### config.mk
export PLATFORM = sky130hd
export DESIGN_NAME = hazard_ctrl
export DESIGN_NICKNAME = d
export VERILOG_FILES = /design/src/rtl/cpu_pkg.sv /design/src/rtl/hazard_sb_entry.sv /design/src/rtl/hazard_ctrl.sv
export SDC_FILE = /design/constraint.sdc
export NUM_CORES = 1
export LEC_CHECK = 0
export BUFFER_PORTS_ARGS = -buffer_cell sky130_fd_sc_hd__buf_2
export CAP_MARGIN = 20
export CORE_MARGIN = 4
export CORE_UTILIZATION = 41
export CTS_CLUSTER_SIZE = 30
export DETAILED_ROUTE_END_ITERATION = 6
export GPL_TIMING_DRIVEN = 0
export SLEW_MARGIN = 20
export SYNTH_ARGS = -nofsm -noshare
export SYNTH_HDL_FRONTEND = slang
export SYNTH_SLANG_ARGS = --single-unit
### constraint.sdc
create_clock -name clk -period 7.3 [get_ports clk]
set_clock_uncertainty 0.05 [all_clocks]
set_input_delay 1.46 -clock clk [delete_from_list [all_inputs] [get_ports clk]]
set_output_delay 1.46 -clock clk [all_outputs]
set_load 0.01 [all_outputs]
### src/rtl/cpu_pkg.sv
// Shared CPU pipeline types: scoreboard entry layout, stage indices and the writer-match helper.
package cpu_pkg;

  // Entry address fields are sized for the widest register file in use (REG_ADDR_W <= 8).
  localparam int SB_ADDR_W = 8;

  localparam int STG_IF   = 0;
  localparam int STG_ID   = 1;
  localparam int STG_EXE  = 2;
  localparam int FWD_NONE = 0;

  typedef struct packed {
    logic                 valid;
    logic [SB_ADDR_W-1:0] waddr;
    logic                 reg_write;
    logic                 mem_read;
    logic [SB_ADDR_W-1:0] rs;
    logic [SB_ADDR_W-1:0] rt;
    logic                 uses_rs;
    logic                 uses_rt;
  } sb_entry_t;

  localparam sb_entry_t SB_EMPTY = '{
    valid: 1'b0, waddr: {SB_ADDR_W{1'b0}}, reg_write: 1'b0, mem_read: 1'b0,
    rs: {SB_ADDR_W{1'b0}}, rt: {SB_ADDR_W{1'b0}}, uses_rs: 1'b0, uses_rt: 1'b0
  };

  // Register 0 is hard-wired, so a write to it never creates a dependency.
  function automatic logic writer_match(input sb_entry_t w, input logic [SB_ADDR_W-1:0] src,
                                        input logic uses);
    writer_match = w.valid && w.reg_write && (w.waddr != {SB_ADDR_W{1'b0}}) &&
                   (w.waddr == src) && uses;
  endfunction

endpackage

### src/rtl/hazard_sb_entry.sv
// One scoreboard stage register with synchronous reset, advance enable and bubble insert.
module hazard_sb_entry
  import cpu_pkg::*;
(
  input  logic      clk,
  input  logic      arst_n,
  input  logic      enable,
  input  logic      bubble,
  input  sb_entry_t d,
  output sb_entry_t q
);

  // Stage register: cleared on reset, holds while frozen, loads an empty slot on bubble.
  always_ff @(posedge clk) begin
    if (!arst_n) begin
      q <= SB_EMPTY;
    end else if (enable) begin
      q <= bubble ? SB_EMPTY : d;
    end
  end

endmodule

### src/rtl/hazard_ctrl.sv
// Hazard, forwarding and squash controller over an N_STAGES-deep pipeline.
// Build option HAZARD_CTRL_FWD_EN enables EXE forwarding with load-use-only stalls.
module hazard_ctrl
  import cpu_pkg::*;
#(
  parameter int N_STAGES   = 5,
  parameter int REG_ADDR_W = 5,
  parameter int CNT_W      = 16,
  parameter int FWD_W      = $clog2(N_STAGES - 2)
) (
  input  logic                  clk,
  input  logic                  arst_n,
  input  logic                  enable,
  input  logic                  id_valid,
  input  logic [REG_ADDR_W-1:0] id_rs,
  input  logic [REG_ADDR_W-1:0] id_rt,
  input  logic                  id_uses_rs,
  input  logic                  id_uses_rt,
  input  logic [REG_ADDR_W-1:0] id_waddr,
  input  logic                  id_reg_write,
  input  logic                  id_mem_read,
  input  logic                  br_taken,
  output logic                  stall,
  output logic                  bubble,
  output logic                  flush_if_id,
  output logic [FWD_W-1:0]      fwd_a,
  output logic [FWD_W-1:0]      fwd_b,
  output logic [CNT_W-1:0]      stall_cnt
);

  localparam int NE = N_STAGES - 2;  // entries for stages EXE..WB; sb[k] is stage 2+k

  sb_entry_t            sb [NE];
  sb_entry_t            id_entry;
  logic                 ins_bubble;
  logic                 haz;
  logic [FWD_W-1:0]     fa;
  logic [FWD_W-1:0]     fb;
  logic                 unused_sb;

  // Pack the ID instruction into scoreboard form.
  always_comb begin
    id_entry           = SB_EMPTY;
    id_entry.valid     = id_valid;
    id_entry.waddr     = SB_ADDR_W'(id_waddr);
    id_entry.reg_write = id_reg_write;
    id_entry.mem_read  = id_mem_read;
    id_entry.rs        = SB_ADDR_W'(id_rs);
    id_entry.rt        = SB_ADDR_W'(id_rt);
    id_entry.uses_rs   = id_uses_rs;
    id_entry.uses_rt   = id_uses_rt;
  end

  assign ins_bubble = bubble | flush_if_id | ~id_valid;

  for (genvar j = 0; j < NE; j++) begin : g_sb
    if (j == 0) begin : g_exe
      hazard_sb_entry u_entry (
        .clk(clk), .arst_n(arst_n), .enable(enable),
        .bubble(ins_bubble), .d(id_entry), .q(sb[j])
      );
    end else begin : g_older
      hazard_sb_entry u_entry (
        .clk(clk), .arst_n(arst_n), .enable(enable),
        .bubble(1'b0), .d(sb[j-1]), .q(sb[j])
      );
    end
  end

  // ID-side hazard: with forwarding only loads too young to reach WB in time stall.
  always_comb begin
    haz = 1'b0;
    for (int j = 0; j < NE; j++) begin
`ifdef HAZARD_CTRL_FWD_EN
      haz = haz | ((j <= N_STAGES - 5) && sb[j].mem_read &&
                   (writer_match(sb[j], id_entry.rs, id_uses_rs) ||
                    writer_match(sb[j], id_entry.rt, id_uses_rt)));
`else
      haz = haz | writer_match(sb[j], id_entry.rs, id_uses_rs) |
                  writer_match(sb[j], id_entry.rt, id_uses_rt);
`endif
    end
    haz = haz & id_valid;
  end

  // EXE operand sources: scan oldest to youngest so the youngest writer wins.
  always_comb begin
    fa = FWD_W'(FWD_NONE);
    fb = FWD_W'(FWD_NONE);
`ifdef HAZARD_CTRL_FWD_EN
    for (int k = NE - 1; k >= 1; k--) begin
      fa = ((!sb[k].mem_read || k == NE - 1) &&
            writer_match(sb[k], sb[0].rs, sb[0].uses_rs)) ? FWD_W'(k) : fa;
      fb = ((!sb[k].mem_read || k == NE - 1) &&
            writer_match(sb[k], sb[0].rt, sb[0].uses_rt)) ? FWD_W'(k) : fb;
    end
`endif
  end

  // Entry fields that the selected build does not consult.
  always_comb begin
    unused_sb = 1'b0;
    for (int j = 0; j < NE; j++) begin
      unused_sb = unused_sb ^ (^sb[j]);
    end
  end

  assign stall       = arst_n & haz & ~br_taken;
  assign bubble      = arst_n & (haz | br_taken);
  assign flush_if_id = arst_n & br_taken;
  assign fwd_a       = arst_n ? fa : FWD_W'(FWD_NONE);
  assign fwd_b       = arst_n ? fb : FWD_W'(FWD_NONE);

  // Saturating count of cycles the front end was held.
  always_ff @(posedge clk) begin
    if (!arst_n) begin
      stall_cnt <= {CNT_W{1'b0}};
    end else if (enable && stall && (stall_cnt != {CNT_W{1'b1}})) begin
      stall_cnt <= stall_cnt + CNT_W'(1);
    end
  end

endmodule

=== After elaboration in Yosys (flattened, before gate mapping) ===
Cells that the tools add are included.

* Input port bits: 24
* Bits in registers: 46
* Word-level logic and storage cells: 57
* Output and inout bits: 23

* Reduce and logical (&&, ||, !) cells: 23
* Eq/ne operators: 7
* Add/subtract/negate cells: 1
* Mux-type cells: 1
* Bitwise logic cells: 15

{| class="wikitable"
|+ Operator list
! kind !! count
|-
| equality test 8 x 5 -> 1 bit || 6
|-
| two-way mux 29 bit || 1
|-
| nonzero test 8 bit || 3
|-
| logical AND 1 bit || 20
|-
| adder 16 x 1 -> 16 bit, second input constant || 1
|-
| != test 16 bit, second input constant || 1
|-
| bitwise OR 1 bit || 8
|-
| AND 1 bit || 5
|-
| NOT 1 bit || 2
|}

=== Depth between registers and ports, before layout ===
Gate-level depths: netlist of the first run.

* Depth in word-level cells: 15
* Depth in mapped cells: 8

=== Modules after synthesis ===
From an unflattened synthesis of the first run, not the netlist that was laid out.

* Cell total of the unflattened synthesis: 563
* Area total of the unflattened synthesis: 4884.7 µm²

{| class="wikitable"
|+ By module, submodules not included
! module !! times used !! area an instance (µm²) !! cells an instance
|-
| hazard_sb_entry || 3 || 1159.9 || 129
|-
| hazard_ctrl || 1 || 1405.1 || 176
|}

=== Worst setup path after synthesis of the first run ===
Ideal clock, no wire load.

* Path type: in2out
* From: input id_rs[4]
* To: output stall
* Buffers on the path: 1
* Data arrival time: 2.765 ns
* Required time: 5.790 ns
* Slack: 3.025 ns
* Stages: 7
* Cell sequence: xnor2_1 > nand3_1 > nor4_2 > o31ai_2 > buf_2 > a21boi_0 > and2_1

* Longest elaborated chain between the ends: 11
* Elaborated cells on any way between the ends: 17

{| class="wikitable"
|+ RTL lines
! item !! line !! RTL
|-
| start: declaration || hazard_ctrl.sv:15 || <nowiki>input logic [REG_ADDR_W-1:0] id_rs,</nowiki>
|-
| equality test 8 x 5 -> 1 bit || cpu_pkg.sv:32 || <nowiki>(w.waddr == src) && uses;</nowiki>
|-
| logical AND 1 bit || cpu_pkg.sv:31 || <nowiki>writer_match = w.valid && w.reg_write && (w.waddr != {SB_ADDR_W{1'b0}}) &&</nowiki>
|-
| logical AND 1 bit || cpu_pkg.sv:32 ||
|-
| bitwise OR 1 bit (3 in series) || hazard_ctrl.sv:79 || <nowiki>haz = haz | writer_match(sb[j], id_entry.rs, id_uses_rs) |</nowiki>
|-
| bitwise OR 1 bit (*) (2 in series) || hazard_ctrl.sv:79 ||
|-
| AND 1 bit (*) || hazard_ctrl.sv:83 || <nowiki>haz = haz & id_valid;</nowiki>
|-
| AND 1 bit (*) (2 in series) || hazard_ctrl.sv:108 || <nowiki>assign stall = arst_n & haz & ~br_taken;</nowiki>
|-
| end: declaration || hazard_ctrl.sv:23 || <nowiki>output logic stall,</nowiki>
|}

Every way passes the cells marked *; elsewhere a longest branch is shown, timed or not.

=== Worst setup path after layout of the first run ===
Same ends and word-level chain as after synthesis.

==> key figures, run 1 <==
Outcome
  • Status: finished, final reports clean

Pwr
  • Int Power: 0.290 mW
  • Maximum VDD drop: 0.0000937 V
  • Seq pwr share: 51.9%
  • Switching pwr: 0.107 mW
  • Switching Fraction: 26.9%
  • Leak pwr: 1.07 nW
  • Clock power frac: 37.9%
  • Part of the power in combinational logic: 10.2%
  • Power per standard cell area: 153 nW/µm²

Placed design
  • RD Place Congestion: 0.888
  • DP HPWL: 4070 µm
  • IO buf count: 40

Worst setup path
  • Crit-path cells: buf_2 > xnor2_1 > nand3_1 > nor4_2 > o31ai_2 > buf_2 > a21boi_0 > and2_1 > buf_2
  • Crit path kind: in2out
  • Worst setup SP type: input pin
  • Max FO, Critical Path: 10
  • WP data required: 5790 ps
  • Most frequent CP cell: buf_2
  • Worst reg2reg setup slack: 4780 ps
  • Crit. End Element: primary output
  • Max stage delay on crit path: 450 ps
  • Worst EP arrival: 3220 ps
  • Slowest CP cell: nor4_2

Run
  • Max-cap violations: 0

Cells and area
  • Register area: 741 µm²
  • Layout overhead on the synthesized area: 17.8%
  • Fin util: 50.3%
  • Multi-input gate area: 1400 µm²
  • # fillers: 526
  • Share of layout cells above drive strength 1: 25.9%
  • Inserted Diodes: 0
  • Layout Nets: 314

Detailed routing
  • Vias post-DR: 1892
  • Routed Wire Length: 5280 µm
  • First-pass iteration count of the detailed router: 4
  • Routed vias/inst: 5.26
  • Detailed Route Iter0 Violations: 91
  • DR WL/cell: 14.7 µm
  • Post-route ant nets: 0
  • Drt drc: 0

Floorplan
  • I/O pins: 47
  • Die width: 81.4 µm
  • Die Y: 81.4 µm
  • Die area: 6620 µm²
  • Starting density of the core: 42.7%
  • Core area: 5170 µm²
  • Row count: 26

Synth
  • Xor/xnor share of the synthesized area: 11.9%
  • Number of synthesized flops with an enable pin: 0
  • Compound-Gate Fraction of Synth Area: 17.0%
  • Post-synth top flop: dfxtp_1
  • Post-synth ARST share: 0%
  • Distinct cells, synth: 43
  • Post-synthesis adder-cell area fraction: 0.567%
  • Post-synthesis mux area share: 12.2%
  • Largest family of logic cells by synthesized area: simple AND/OR/NAND/NOR gates
  • Cell Area, Synth: 2210 µm²
  • Post-synthesis register bit count: 37
  • Synth Instances: 239
  • Syn avg cell area: 9.23 µm²
  • Synth Area in Simple Gates: 21.1%
  • Sequential area share after synthesis: 33.6%
  • Number of synthesis warnings: 0

Hold path
  • HP Class: reg2reg

Timing
  • RSZ-0062 raised after global routing: false
  • Fin. Hold Viols: 0
  • Slew headroom: 52.3%
  • Pins Over Slew Limit: 0
  • Least-Margin Pin Slew: 716 ps
  • Min cycle time layout: 4730 ps
  • Setup TNS: 0 ps
  • Period utilization: 64.8%
  • FMAX: 0.211 GHz
  • Setup violators final: 0

Clock network
  • Post-CTS setup buffer count: 0
  • Clk buf depth: 2
  • # resized after CTS: 0
  • Hold buffer count at CTS: 0
  • CTS Root Cell: clkbuf_8
  • CTS tree: built
  • Clock Sinks: 37
  • Reg clk slew, reported paths: 80 ps
  • # H-tree levels: 2
  • Worst-skew pair later-pin latency: 290 ps
  • TritonCTS buffer count: 5

GRT
  • Number of global-route vias before repair: 1850
  • All-layer global routing usage: 17.5%
  • Largest net degree at the start of global routing: 15
  • First-pass GRT wire length: 9000 µm
  • Global route overflow: 0
  • Initial antenna violation count: 0
==> flip-flops by register name, indices dropped and copies added, names as in the netlist <==
signal	cells
g_sb.g_older.u_entry.q	14
g_sb.g_exe.u_entry.q	7
stall_cnt	16
==> cells by family (layout without fill, tap and decap cells) <==
| logic type | Yosys count | count (layout) |
|---|---|---|
| simple gates | 86 | 86 |
| compound gates | 41 | 41 |
| flops | 37 | 37 |
| xor+xnor | 30 | 30 |
| mux | 27 | 27 |
| buf+inv | 16 | 64 |
| fa+ha+maj | 1 | 1 |
| other cells | 1 | 4 |
==> final cells by class <==
cell class | count | area share, %
timing repair buffer | 40 | 7.70
clock buffer | 5 | 2.65
clock inverter | 3 | 0.962
inverter | 3 | 0.433
buffer | 13 | 2.55
multi-input combinational | 189 | 53.8
sequential | 37 | 28.5
tap | 70 | 3.37
==> power by group through the flow <==
stage                     clock [mW]  sequential, mW  combinational, mW
final                          0.150           0.206             0.0405
after global routing           0.164           0.206             0.0448
after CTS                      0.155           0.206             0.0407
after detailed placement           0           0.211             0.0405
after global placement             0           0.211             0.0403
after floorplan                    0           0.210             0.0257
==> synth_stat cells (all sizes together) (5+ instances only) <==
library cell	n	area, µm²
clkbuf	5	18.8
xor2	16	140
buf	8	47.6
a211oi	5	37.5
nor2	20	75.1
a21oi	7	35.0
o211ai	6	55.1
nor4	6	62.6
nand2b	13	81.3
nand2	19	71.3
dfxtp	37	741
a22o	6	60.1
xnor2	14	123
mux2i	27	270
nand3	12	60.1
==> per-stage QoR <==
stage | cell area, µm² | worst slack, ps | total power, mW | hold WS [ps] | instances
final | 2600 | 2570 | 0.397 | 441 | 360
after global routing | 2600 | 2400 | 0.415 | 461 | 360
after CTS | 2600 | 2550 | 0.402 | 438 | 360
after detailed placement | 2510 | 2560 | 0.251 | 426 | 352
after global placement | 2510 | 2570 | 0.251 | 419 | 352
after floorplan | 2220 | 3030 | 0.236 | 428 | 242
==> metal layers <==
metal / global-route usage (%) / vias to the layer above / part of all wire, %
li1: - / 954 / -
met5: 0 / - / 0
met4: 4.90 / 0 / 1.2
met3: 3.33 / 7 / 3.8
met2: 26.6 / 35 / 45
met1: 25.1 / 896 / 50
==> path summary, 6_finish.rpt <==
kind                 from            end  cells after the start
max              id_rs[4]          stall                      9
min          stall_cnt[6]   stall_cnt[6]                      2
max reg2reg  stall_cnt[0]  stall_cnt[13]                      8
min reg2reg  stall_cnt[6]   stall_cnt[6]                      2
==> cells in the final DEF (no fill, tap or decap), types with 3 or more instances in the layout <==
master	netlist	layout
nand4_1	3	3
nor2_1	20	20
nand2_1	19	19
mux2i_1	27	27
o211ai_1	4	4
a211oi_1	5	5
conb_1	1	4
nand3_1	12	12
and2_1	3	3
a22o_2	6	6
dfxtp_1	37	37
buf_4	4	4
clkbuf_1	5	5
xnor2_1	14	14
xor2_1	16	16
clkbuf_8	0	5
nand2b_1	13	13
nor4_2	4	4
a21oi_1	7	7
a21boi_0	3	3
buf_2	2	42
==> worst max-delay path, delay by kind of cell <==
family / cells / cell delay (ps)
AO/OA/AOI/OAI: 2 / 410
XOR/XNOR: 1 / 170
buffers and inverters: 3 / 460
AND/OR/NAND/NOR: 3 / 710
No activity file was read; power rests on OpenSTA's default activity.
==> run 2, diff against run 1 <==
--- a/config.mk
+++ b/config.mk
@@ -5,6 +5,7 @@
 export SDC_FILE = /design/constraint.sdc
 export NUM_CORES = 1
 export LEC_CHECK = 0
+export ABC_AREA = 1
 export BUFFER_PORTS_ARGS = -buffer_cell sky130_fd_sc_hd__buf_2
 export CAP_MARGIN = 20
 export CORE_MARGIN = 4
==> constraint.sdc (replaced) <==
create_clock -name clk -period 3.79 [get_ports clk]
set_clock_uncertainty 0.05 [all_clocks]
set_input_delay 0.758 -clock clk [delete_from_list [all_inputs] [get_ports clk]]
set_output_delay 0.758 -clock clk [all_outputs]
set_load 0.01 [all_outputs]
==> key figures, run 2 <==
Clock network
  • Clock Sinks: 37
  • Worst-skew pair later-pin latency: 280 ps
  • Reg clk slew, reported paths: 70 ps
  • Hold buffer count at CTS: 0
  • # resized after CTS: 0
  • # H-tree levels: 2
  • TritonCTS buffer count: 5
  • Clk buf depth: 2
  • CTS Root Cell: clkbuf_8
  • CTS tree: built
  • Post-CTS setup buffer count: 0

Floorplan
  • I/O pins: 47
  • Core area: 5470 µm²
  • Die width: 83.0 µm
  • Die area: 6880 µm²
  • Starting density of the core: 42.1%
  • Row count: 27
  • Die Y: 83.0 µm

Synth
  • Top-count cell post-synth: nand2_1
  • Post-synth ARST share: 0%
  • Cell Area, Synth: 2300 µm²
  • Sequential area share after synthesis: 32.1%
  • Post-synth top area cell: dfxtp_1
  • Distinct cells, synth: 27
  • Post-synth top flop: dfxtp_1
  • Top post-synthesis cells by count: nand2_1, nor2_1, dfxtp_1
  • Synth Instances: 345
  • Syn avg cell area: 6.68 µm²
  • Main area contributors after synthesis: dfxtp_1, nand2_1, xor2_1
  • Area share of the largest cell type after synthesis: 32.1%
  • Post-synthesis register bit count: 37
  • Number of synthesis warnings: 0
  • Number of synthesized flops with an enable pin: 0

Placed design
  • RD Place Congestion: 0.816
  • Post-DP Area: 2610 µm²
  • IO buf count: 40
  • DP HPWL: 4530 µm
  • Placed Cells incl. Taps: 460

Pwr
  • Part of the power in combinational logic: 12.6%
  • Leak pwr: 1.21 nW
  • Power per standard cell area: 302 nW/µm²
  • Switching pwr: 0.211 mW
  • Clock power frac: 36.8%
  • Power Total: 0.818 mW
  • Int Power: 0.607 mW
  • Seq pwr share: 50.6%
  • Switching Fraction: 25.8%
  • Maximum VDD drop: 0.000186 V

Detailed routing
  • Routed Wire Length: 5730 µm
  • Detailed Route Iter0 Violations: 116
  • Drt drc: 0
  • Routed vias/inst: 4.96
  • First-pass iteration count of the detailed router: 4
  • DR WL/cell: 12.2 µm
  • Vias post-DR: 2322
  • Post-route ant nets: 0

Timing
  • RSZ-0062 raised after global routing: false
  • Fin. Hold Viols: 0
  • FMAX: 0.343 GHz
  • Period utilization: 76.9%
  • Min cycle time layout: 2910 ps
  • Setup TNS: 0 ps
  • Setup violators final: 0
  • Pins Over Slew Limit: 0

Worst setup path
  • Slowest CP cell: nand2_1
  • Most frequent CP cell: nand2_1
  • Crit. End Element: primary output
  • WP data required: 2980 ps
  • Buf/Inv on CP: 3
  • Worst setup SP type: input pin
  • Max stage delay on crit path: 190 ps
  • Worst EP arrival: 2110 ps
  • Crit-path cells: buf_2 > inv_1 > nand2_1 > nand2_1 > nand2_1 > nor2_1 > nand3_1 > nand3_1 > nand2_1 > nand2_1 > nand2_1 > nor2_1 > buf_2
  • Crit path kind: in2out
  • CP top delay family: simple AND/OR/NAND/NOR gates
  • Max FO, Critical Path: 9

Cells and area
  • Register with the most flip-flops: stall_cnt
  • Post-route cell area: 2710 µm²
  • Inserted Diodes: 0
  • Biggest regs: stall_cnt (16), g_sb.g_older.u_entry.q (14), g_sb.g_exe.u_entry.q (7)
  • # fillers: 608
  • Most common cell after layout, fill and taps aside: nand2_1
  • Multi-input gate area: 1350 µm²
  • Finished Layout Cells: 468
  • Layout Nets: 420
  • Register area: 741 µm²
  • Max reg flops: 16
  • Most frequent cells in the layout: nand2_1, nor2_1, buf_2, dfxtp_1, inv_1
  • Share of layout cells above drive strength 1: 16.4%
  • Layout overhead on the synthesized area: 17.5%

Outcome
  • Status: finished, final reports clean

GRT
  • Largest net degree at the start of global routing: 12
  • Number of global-route vias before repair: 2218
  • Global route overflow: 0
  • First-pass GRT wire length: 9800 µm
  • All-layer global routing usage: 16.8%
  • Initial antenna violation count: 0

Run
  • Max-cap violations: 0

Hold path
  • HP Class: reg2reg
[run 2: cell count changes after synthesis, sizes merged, moves of 13 or more]
cell    before  now
a21oi        7   28
inv          2   37
mux2i       27    0
nand2       19   73
nand2b      13    0
nand4        3   24
nor2        20   47
o21ai        0   16
[run 2: final timing paths]
| path | slack (ps) | depth (start not counted) | end | start |
|---|---|---|---|---|
| max | 880 | 13 | stall | id_rt[1] |
| min | 440 | 2 | g_sb[0].g_exe.u_entry.q[28] | g_sb[0].g_exe.u_entry.q[28] |
| max reg2reg | 1790 | 9 | stall_cnt[13] | stall_cnt[0] |
| min reg2reg | 440 | 2 | g_sb[0].g_exe.u_entry.q[28] | g_sb[0].g_exe.u_entry.q[28] |
[run 2: cells by family after synthesis]
| kind of cell | share of synthesized area, % |
|---|---|
| AO/OA/AOI/OAI | 9.88 |
| XOR/XNOR | 14.1 |
| adder cells (fa/ha/maj) | 0.543 |
| buffers and inverters | 9.94 |
| flip-flops | 32.1 |
| other | 0.163 |
| AND/OR/NAND/NOR | 33.3 |
[run 2: stage by stage]
step                      hold WS [ps]  util (%)  setup slack [ps]
final                              443      49.5               876
after CTS                          444      49.5               849
after detailed placement           434      47.6               851
after global routing               485      49.5               692
after floorplan                    409         -              1230
after global placement             431      47.6               883
[run 2: layer usage]
metal | vias to the layer above | routed length [µm] | GRT usage [%]
met5 | - | 0 | 0
met4 | 0 | 128 | 5.50
met3 | 11 | 229 | 3.77
met2 | 43 | 2870 | 30.5
met1 | 1057 | 2500 | 19.4
li1 | 1211 | - | -
[run 2: tightest hold or removal path, cell delays in order, from the launching register on]
cell and delay (ps):
dfxtp_1 330, nand2_1 70, a21oi_1 50
[run 2: area by class of cell]
cell class | count | area share, %
clock buffer | 7 | 3.56
timing repair buffer | 40 | 7.39
multi-input combinational | 257 | 49.7
inverter | 39 | 5.41
buffer | 15 | 3.05
sequential | 37 | 27.4
tap | 72 | 3.33
clock inverter | 1 | 0.185
[run 2: power groups by stage]
stage | Clock [mW] | Sequential [mW] | Combinational [mW]
after floorplan | 0 | 0.419 | 0.0716
after global placement | 0 | 0.423 | 0.101
after detailed placement | 0 | 0.424 | 0.103
after CTS | 0.311 | 0.415 | 0.104
after global routing | 0.328 | 0.416 | 0.117
final | 0.301 | 0.414 | 0.103
==> run 3, diff against run 2 <==
==> constraint.sdc (replaced) <==
create_clock -name clk -period 2.4 [get_ports clk]
set_clock_uncertainty 0.05 [all_clocks]
set_input_delay 0.48 -clock clk [delete_from_list [all_inputs] [get_ports clk]]
set_output_delay 0.48 -clock clk [all_outputs]
set_load 0.01 [all_outputs]
==> key figures, run 3 (synthesis gave the netlist of run 2 again) <==
GRT
  • Global route overflow: 0
  • All-layer global routing usage: 16.9%
  • Initial antenna violation count: 0
  • Number of global-route vias before repair: 2234
  • First-pass GRT wire length: 9850 µm
  • Largest net degree at the start of global routing: 12

Hold path
  • Hold path depth: 3
  • Hold Path Sink: g_sb[0].g_exe.u_entry.q[22]
  • HP Class: in2reg
  • Hold Crit Start: id_waddr[2]

Placed design
  • IO buf count: 40
  • Setup WS pre-CTS: 16.8 ps
  • RD Place Congestion: 0.816
  • DP HPWL: 4530 µm

Worst setup path
  • Crit. End Element: primary output
  • RR Startpoint: stall_cnt[0]
  • Worst Reg2Reg Path Length in Cells: 9
  • Worst r2r dst: stall_cnt[13]
  • Worst reg2reg setup slack: 400 ps
  • WP data required: 1870 ps
  • Crit path kind: reg2out
  • Worst setup SP type: flip-flop
  • Max FO, Critical Path: 9
  • Worst EP arrival: 1740 ps

Floorplan
  • Die Y: 83.0 µm
  • Die area: 6880 µm²
  • Die width: 83.0 µm
  • Core area: 5470 µm²
  • Starting density of the core: 42.1%
  • Row count: 27
  • I/O pins: 47

Clock network
  • CTS tree: built
  • Clock Sinks: 37
  • Worst-skew pair later-pin latency: 280 ps
  • Clk buf depth: 2
  • Hold buffer count at CTS: 0
  • # H-tree levels: 2
  • CTS Root Cell: clkbuf_8
  • Post-CTS setup buffer count: 0
  • Reg clk slew, reported paths: 70 ps
  • TritonCTS buffer count: 5

Timing
  • Final worst setup slack: 126 ps
  • Setup violators final: 0
  • FMAX: 0.440 GHz
  • Pins Over Slew Limit: 0
  • Period utilization: 94.7%
  • Min cycle time layout: 2270 ps
  • RSZ-0062 raised after global routing: false
  • Setup TNS: 0 ps
  • Fin. Hold Viols: 0
  • Final hold slack: 411 ps

Outcome
  • Status: finished, final reports clean

Cells and area
  • Register with the most flip-flops: stall_cnt
  • Layout overhead on the synthesized area: 20.6%
  • Biggest regs: stall_cnt (16), g_sb.g_older.u_entry.q (14), g_sb.g_exe.u_entry.q (7)
  • Most common cell after layout, fill and taps aside: nand2_1
  • Max reg flops: 16
  • Share of layout cells above drive strength 1: 22.2%
  • Inserted Diodes: 0
  • Most frequent cells in the layout: nand2_1, nor2_1, buf_2, inv_1
  • Layout Nets: 420
  • Fin util: 50.8%

Pwr
  • Leak pwr: 1.25 nW
  • Switching pwr: 0.332 mW
  • Clock power frac: 36.3%
  • Power Total: 1.29 mW
  • Part of the power in combinational logic: 13.1%
  • Seq pwr share: 50.6%
  • Switching Fraction: 25.7%
  • Int Power: 0.960 mW
  • Power per standard cell area: 465 nW/µm²
  • Maximum VDD drop: 0.000288 V

Run
  • Max-cap violations: 0

Detailed routing
  • Vias post-DR: 2322
  • Drt drc: 0
  • Detailed Route Iter0 Violations: 113
  • Routed vias/inst: 4.96
  • Post-route ant nets: 0
  • DR WL/cell: 12.4 µm
  • Routed Wire Length: 5800 µm
  • First-pass iteration count of the detailed router: 4
## run 3: changes by cell type in the layout (fill, tap and decap cells not counted), moves of 2 or more
cell	change
nand2_2	+2
dfxtp_4	+5
inv_2	+2
dfxtp_1	-13
nand2_1	-3
dfxtp_2	+8
inv_1	-2
xnor2_1	-3
xnor2_2	+3
## run 3: repair_timing
action	4_1_cts	5_1_grt
setup endpoints to repair	2	2
gates resized for setup	5	24
pin swaps	0	1
## run 3: area by class of cell
class                   count  area, µm²
plain buffers              15       82.6
repair buffers             40        200
flip-flops and latches     37        769
clock buffers               7       96.3
clock inverters             1       5.00
multi-input cells         257       1390
fillers                   593       2690
inverters                  39        146
well taps                  72       90.1
## run 3: how the worst max path moves through the flow
| stage | depth (start not counted) | slack (ps) | end | start |
|---|---|---|---|---|
| global placement | 13 | 50 | stall | id_rt[1] |
| finish | 10 | 130 | stall | g_sb[1].g_older.u_entry.q[20] |
| detailed placement | 13 | 20 | stall | id_rt[1] |
| CTS | 10 | 10 | stall | g_sb[0].g_exe.u_entry.q[20] |
| global route | 9 | 6 | stall | g_sb[1].g_older.u_entry.q[23] |
| floorplan | 8 | 390 | stall | id_rt[3] |
## run 3: metal layers
layer	global-route usage, %	up-vias	share of wire (%)
li1	-	1215	-
met1	19.4	1051	43
met2	30.8	50	52
met3	3.77	6	4.1
met4	5.50	0	1.0
met5	0	-	0
## run 3: through the flow
stage	cell area (µm²)	cells
5_1_grt	2780	468
6_report	2780	468
4_1_cts	2720	468
2_1_floorplan	2320	348
3_5_place_dp	2610	460
3_3_place_gp	2610	460
## run 3: power groups by stage
stage,clock network [mW],logic [mW],registers (mW)
finish,0.469,0.169,0.654
floorplan,0,0.113,0.661
CTS,0.491,0.164,0.655
global route,0.518,0.191,0.657
global placement,0,0.160,0.668
detailed placement,0,0.163,0.669
## run 3: worst max-delay path, stage by stage, from the launching register on
cell     delay (ps)
dfxtp_4         380
xnor2_1         160
nand2_1          70
nor2_1          120
nand3_1          80
nand3_1         130
nand2_2          90
nand2_2         110
nand2_4          90
nor2_1           90
buf_2           130
